## config.mk

```make
export PLATFORM = sky130hd
export DESIGN_NAME = vga_timing_detector
export DESIGN_NICKNAME = d
export VERILOG_FILES = /design/src/rtl/vga_timing_detector.sv
export SDC_FILE = /design/constraint.sdc
export NUM_CORES = 1
export LEC_CHECK = 0
export BUFFER_PORTS_ARGS = -buffer_cell sky130_fd_sc_hd__buf_2
export CORE_MARGIN = 3
export CORE_UTILIZATION = 59
export CTS_CLUSTER_DIAMETER = 50
export DETAILED_ROUTE_END_ITERATION = 8
export PLACE_DENSITY = 0.8
export SLEW_MARGIN = 30
export SYNTH_ARGS = -nofsm -noshare
export SYNTH_HDL_FRONTEND = slang
export SYNTH_SLANG_ARGS = --single-unit
```

## constraint.sdc

```tcl
create_clock -name i_clk -period 4.63 [get_ports i_clk]
set_input_delay 0.2315 -clock i_clk [delete_from_list [all_inputs] [get_ports i_clk]]
set_output_delay 0.2315 -clock i_clk [all_outputs]
set_load 0.05 [all_outputs]
```

## src/rtl/vga_timing_detector.sv

```systemverilog
// Receive-side 800x600 VGA timing detector: measures hs/vs timing, locks onto a
// stable frame and regenerates pixel position from the incoming syncs.
module vga_timing_detector #(
  parameter int H_ACT_OFF   = 183,
  parameter int H_ACTIVE    = 800,
  parameter int V_ACT_OFF   = 30,
  parameter int V_ACTIVE    = 600,
  parameter int LOCK_FRAMES = 2
) (
  input  logic        i_clk,
  input  logic        i_rst,
  input  logic        i_hs,
  input  logic        i_vs,
  output logic        o_locked,
  output logic        o_active,
  output logic [10:0] o_x,
  output logic [9:0]  o_y,
  output logic [10:0] o_line_clks,
  output logic [10:0] o_hs_clks,
  output logic [9:0]  o_frame_lines,
  output logic [9:0]  o_vs_lines,
  output logic        o_frame_start,
  output logic        o_lost
);
  localparam logic [10:0] H_LO   = 11'(H_ACT_OFF);
  localparam logic [10:0] H_HI   = 11'(H_ACT_OFF + H_ACTIVE);
  localparam logic [9:0]  V_LO   = 10'(V_ACT_OFF);
  localparam logic [9:0]  V_HI   = 10'(V_ACT_OFF + V_ACTIVE);
  localparam logic [2:0]  LOCK_N = 3'(LOCK_FRAMES);

  typedef enum logic [1:0] {SEARCH, TRACK, LOCKED} state_t;

  state_t      state_q;
  logic        hs_prev_q, vs_prev_q, line_seen_q, vs_pend_q;
  logic        locked_q, lost_q, fs_q;
  logic [2:0]  match_cnt_q;
  logic [10:0] h_pos_q, h_pos_d, line_clks_q, line_clks_d, hs_clks_q, hs_clks_d;
  logic [9:0]  v_line_q, v_line_d, vs_cnt_q, vs_cnt_d;
  logic [9:0]  frame_lines_q, frame_lines_d, vs_lines_q, vs_lines_d;
  logic [41:0] snap_q, snap_now;
  logic        line_seen_d, vs_pend_d;
  logic        hs_rise, hs_fall, vs_rise, vs_fall;
  logic        line_tmo, v_sat, fs_evt, match, line_bad;
  logic [10:0] h_pos_p1;
  logic        h_in, v_in;

  assign hs_rise  = i_hs & ~hs_prev_q;
  assign hs_fall  = ~i_hs & hs_prev_q;
  assign vs_rise  = i_vs & ~vs_prev_q;
  assign vs_fall  = ~i_vs & vs_prev_q;
  assign line_tmo = (h_pos_q == 11'h7FF);
  assign v_sat    = (v_line_q == 10'h3FF);
  assign h_pos_p1 = h_pos_q + 11'd1;
  // A vs rise only takes effect at the following hs rise, never the coincident one.
  assign fs_evt   = hs_rise & vs_pend_q;
  assign line_bad = hs_rise & (h_pos_p1 != line_clks_q);

  always_comb begin
    h_pos_d       = line_tmo ? h_pos_q : h_pos_p1;
    v_line_d      = v_line_q;
    line_seen_d   = line_seen_q;
    line_clks_d   = line_clks_q;
    hs_clks_d     = hs_fall ? h_pos_p1 : hs_clks_q;
    frame_lines_d = frame_lines_q;
    vs_lines_d    = vs_lines_q;
    vs_cnt_d      = vs_cnt_q;
    vs_pend_d     = vs_pend_q;
    if (hs_rise) begin
      h_pos_d     = '0;
      line_seen_d = 1'b1;
      if (line_seen_q && !line_tmo) line_clks_d = h_pos_p1;
      if (vs_pend_q) begin
        v_line_d      = '0;
        vs_pend_d     = 1'b0;
        frame_lines_d = v_line_q + 10'd1;
      end else if (!v_sat) begin
        v_line_d = v_line_q + 10'd1;
      end
    end else if (line_tmo) begin
      line_seen_d = 1'b0;
    end
    if (vs_rise) vs_pend_d = 1'b1;
    if (vs_fall) begin
      vs_lines_d = vs_cnt_q;
      vs_cnt_d   = '0;
    end else if (hs_rise && i_vs && vs_cnt_q != 10'h3FF) begin
      vs_cnt_d = vs_cnt_q + 10'd1;
    end
  end

  assign snap_now = {line_clks_d, hs_clks_d, frame_lines_d, vs_lines_d};
  assign match    = (snap_now == snap_q);

  always_ff @(posedge i_clk) begin
    if (i_rst) begin
      hs_prev_q     <= 1'b0;
      vs_prev_q     <= 1'b0;
      line_seen_q   <= 1'b0;
      vs_pend_q     <= 1'b0;
      h_pos_q       <= '0;
      v_line_q      <= '0;
      vs_cnt_q      <= '0;
      line_clks_q   <= '0;
      hs_clks_q     <= '0;
      frame_lines_q <= '0;
      vs_lines_q    <= '0;
      snap_q        <= '0;
      fs_q          <= 1'b0;
      lost_q        <= 1'b0;
      locked_q      <= 1'b0;
      match_cnt_q   <= '0;
      state_q       <= SEARCH;
    end else begin
      hs_prev_q     <= i_hs;
      vs_prev_q     <= i_vs;
      line_seen_q   <= line_seen_d;
      vs_pend_q     <= vs_pend_d;
      h_pos_q       <= h_pos_d;
      v_line_q      <= v_line_d;
      vs_cnt_q      <= vs_cnt_d;
      line_clks_q   <= line_clks_d;
      hs_clks_q     <= hs_clks_d;
      frame_lines_q <= frame_lines_d;
      vs_lines_q    <= vs_lines_d;
      fs_q          <= fs_evt;
      lost_q        <= 1'b0;
      if (fs_evt) snap_q <= snap_now;
      case (state_q)
        SEARCH: begin
          if (fs_evt) begin
            state_q     <= TRACK;
            match_cnt_q <= '0;
          end
        end
        TRACK: begin
          if (line_tmo) begin
            state_q <= SEARCH;
          end else if (fs_evt) begin
            if (!match) begin
              match_cnt_q <= '0;
            end else if (match_cnt_q + 3'd1 == LOCK_N) begin
              state_q  <= LOCKED;
              locked_q <= 1'b1;
            end else begin
              match_cnt_q <= match_cnt_q + 3'd1;
            end
          end
        end
        LOCKED: begin
          if (line_tmo || v_sat || line_bad || (fs_evt && !match)) begin
            state_q  <= SEARCH;
            locked_q <= 1'b0;
            lost_q   <= 1'b1;
          end
        end
        default: state_q <= SEARCH;
      endcase
    end
  end

  assign h_in          = (h_pos_q >= H_LO) && (h_pos_q < H_HI);
  assign v_in          = (v_line_q >= V_LO) && (v_line_q < V_HI);
  assign o_active      = locked_q & h_in & v_in;
  assign o_x           = o_active ? (h_pos_q - H_LO) : '0;
  assign o_y           = o_active ? (v_line_q - V_LO) : '0;
  assign o_locked      = locked_q;
  assign o_line_clks   = line_clks_q;
  assign o_hs_clks     = hs_clks_q;
  assign o_frame_lines = frame_lines_q;
  assign o_vs_lines    = vs_lines_q;
  assign o_frame_start = fs_q;
  assign o_lost        = lost_q;
endmodule

```

==> flow_metrics.env <==
export IMPL_cts_reportedPaths_clkPinSlew_ns=0.06
export IMPL_synth_edf_count=0
export IMPL_finalHoldViolCount=0
export IMPL_cts_root_buf="clkbuf_16"
export IMPL_cp_start_kind="register"
export IMPL_worst_pin_slew_ns=0.931
export IMPL_diodes=0
export IMPL_maxSlewHeadroom_pct=37.7
export IMPL_post_route_period_util_pct=86.7
export IMPL_pin_count=71
export IMPL_drive_above_1_share_pct=13.6
export IMPL_crit_arrival_ns=4.30
export IMPL_power_mw=2.89
export IMPL_stdcell_area_um2=7890
export IMPL_skew_ns=0.00675
export IMPL_drt_iter0_drc=735
export IMPL_grt_max_degree=110
export IMPL_nets=932
export IMPL_cts_max_level=4
export IMPL_wl_um=19800
export IMPL_setup_viol=0
export IMPL_grt_pass1_wl_um=31300
export IMPL_antenna_found_initial=0
export IMPL_grt_pass1_vias=6083
export IMPL_utilization_pct=70.9
export IMPL_postRouteAntennaNets=0
export IMPL_dieArea_um2=13000
export IMPL_firstDrtPassIters=8
export IMPL_swShare_pct=25.8
export IMPL_grt_overflow_total=0
export IMPL_hp_class="input pin to register"
export IMPL_num_rows=38
export IMPL_setup_ws_ns=0.614
export IMPL_switchingPower_mw=0.745
export IMPL_leakagePower_nw=3.05
export IMPL_cts_buffers_inserted=17
export IMPL_cts_tree="built"
export IMPL_drv_slew=0
export IMPL_avgSynthCellArea_um2=7.79
export IMPL_clk_path_buf_depth=2
export IMPL_via_per_inst=6.29
export IMPL_outcome="finished clean"
export IMPL_vdd_drop_max_v=0.000273
export IMPL_required_ns=4.92
export IMPL_yosys_top_cells_area="dfxtp_1 (37%), nor2_1 (7.2%), a21oi_1 (6.0%)"
export IMPL_cp_end_kind="register"
export IMPL_netlist_area_um2=6880
export IMPL_wire_per_inst_um=18.4
export IMPL_maxCapViolations=0
export IMPL_cellPowerDensity_nw_per_um2=367
export IMPL_ys_seq_elements=127
export IMPL_syn_num_nets=893
export IMPL_ctsHoldBuffers=0
export IMPL_yosys_cell_types_count=73
export IMPL_post_cts_buffers=0
export IMPL_synth_most_common_cell="nor2_1"
export IMPL_grt_total_usage_pct=30.4
export IMPL_fp_dieW_um=114
export IMPL_cp_max_fo=10
export IMPL_synth_warnings=0
export IMPL_post_place_ws_ns=0.743
export IMPL_synth_commonest_cells="nor2_1 (132), dfxtp_1 (127), a21oi_1 (82), nand2_1 (68)"
export IMPL_worstSkewPairLatency_ns=0.43
export IMPL_rsz0062_at_grt="false"
export IMPL_cts_sinks=127
export IMPL_fin_crit_ns=4.02
export IMPL_syn2layout_area_growth_pct=14.6
export IMPL_fmax_mhz=249
export IMPL_synth_largest_area_cell="dfxtp_1"
export IMPL_start_util_pct=61.8
export IMPL_power_frac_seq_pct=40.2
export IMPL_drc=0
export IMPL_p_comb_share_pct=10.0
export IMPL_yosysSeqAreaShare_pct=37.0
export IMPL_pwr_share_clk_pct=49.8
export IMPL_dp_final_hpwl_um=13800
export IMPL_ys_flop_type="dfxtp_1"
export IMPL_synth_top_area_share_pct=37.0
export IMPL_core_um2=11100
export IMPL_place_gp_congestion=0.987
export IMPL_dpl_cell_area_um2=7250
export IMPL_die_h_um=114
export IMPL_portBuffers=70
export IMPL_power_internal_mw=2.15
export IMPL_vias=6760
export IMPL_final_cells=1075
export IMPL_tns_ns=0
export IMPL_whs_ns=0.128
export IMPL_synth_async_reset_ratio_pct=0
export IMPL_cts_resized=0
export IMPL_syn_inst=883
export IMPL_criticalPathCategory="register to register"
export IMPL_placed_cells=1043
-- layout by cell type, fill, tap and decap left out, types with 3 or more instances in the layout --
cell       count
nor2_1       132
dfxtp_1      127
a21oi_1       82
buf_2         69
nand2_1       68
nor3_1        39
xnor2_1       39
inv_1         32
a211oi_1      32
nand3_1       30
o21ai_0       26
xor2_1        22
nor2b_1       21
clkbuf_16     17
nand4_1       13
nand2b_1      12
buf_4         12
a31oi_1        9
o31ai_1        9
and3_1         8
and2_1         8
mux2i_1        8
or4_1          7
nor4_1         7
or3_1          6
o22ai_1        6
ha_1           6
o2111ai_1      5
o311ai_0       4
o21a_1         4
nand3b_1       4
bufinv_16      4
clkinv_4       4
a21boi_0       3
a21o_1         3
nor3b_1        3
xnor3_1        3
clkinv_2       3
-- flip-flops by register name, summed over array words and instances (netlist names) --
signal	count
o_vs_lines	10
h_pos_q	11
o_line_clks	11
vs_cnt_q	10
hs_prev_q	1
snap_q	42
o_locked	1
state_q	2
match_cnt_q	3
o_hs_clks	11
o_lost	1
vs_pend_q	1
v_line_q	10
line_seen_q	1
o_frame_start	1
vs_prev_q	1
o_frame_lines	10
-- power by group through the flow --
stage / Sequential (mW) / Clock [mW] / Combinational (mW)
global placement: 1.18 / 0 / 0.277
CTS: 1.16 / 1.44 / 0.285
floorplan: 1.22 / 0 / 0.172
finish: 1.16 / 1.44 / 0.289
global route: 1.17 / 1.50 / 0.312
detailed placement: 1.18 / 0 / 0.283
-- critical path, stage by stage (launching register included) --
cell	delay, ns
dfxtp_1	0.48
ha_1	0.35
nand3_1	0.25
nor4_1	0.50
buf_4	0.29
nor3_1	0.06
a21oi_1	0.31
xnor2_1	0.09
or4_1	0.49
or4_1	0.65
o311ai_2	0.30
o41ai_1	0.10
-- worst paths after layout --
| path | start | end | slack, ns | cells after the start |
|---|---|---|---|---|
| hold / removal | i_vs | vs_prev_q | 0.13 | 2 |
| setup reg to reg | h_pos_q[0] | state_q[0] | 0.61 | 11 |
| hold reg to reg | snap_q[26] | snap_q[26] | 0.47 | 2 |
| setup / recovery | h_pos_q[0] | state_q[0] | 0.61 | 11 |
-- routing by layer --
metal | share of wire [%] | track usage, % | vias to the layer above | wire length (µm)
met5 | 0 | 0 | - | 0
met4 | 3.0 | 12.4 | 0 | 602
met3 | 8.3 | 7.11 | 56 | 1650
met2 | 45 | 46.9 | 315 | 8980
met1 | 43 | 41.2 | 3200 | 8580
li1 | - | - | 3189 | -
-- cell type report --
class	count	area, µm²
tap	140	175
timing repair buffer	82	447
fill	896	3240
clock buffer	19	453
multi-input combinational	662	3960
inverter	32	120
sequential	127	2540
clock inverter	13	186
-- cell families (layout without fill, tap and decap cells) --
family	Yosys count	in the layout	share of synthesized area (%)
buf+inv	94	146	5.47
xor+xnor	65	65	9.09
simple gates	372	372	26.5
fa+ha+maj	6	6	1.09
flops	127	127	37.0
mux	9	9	1.33
compound gates	210	210	19.5
Power figures use the tool's default switching activity.
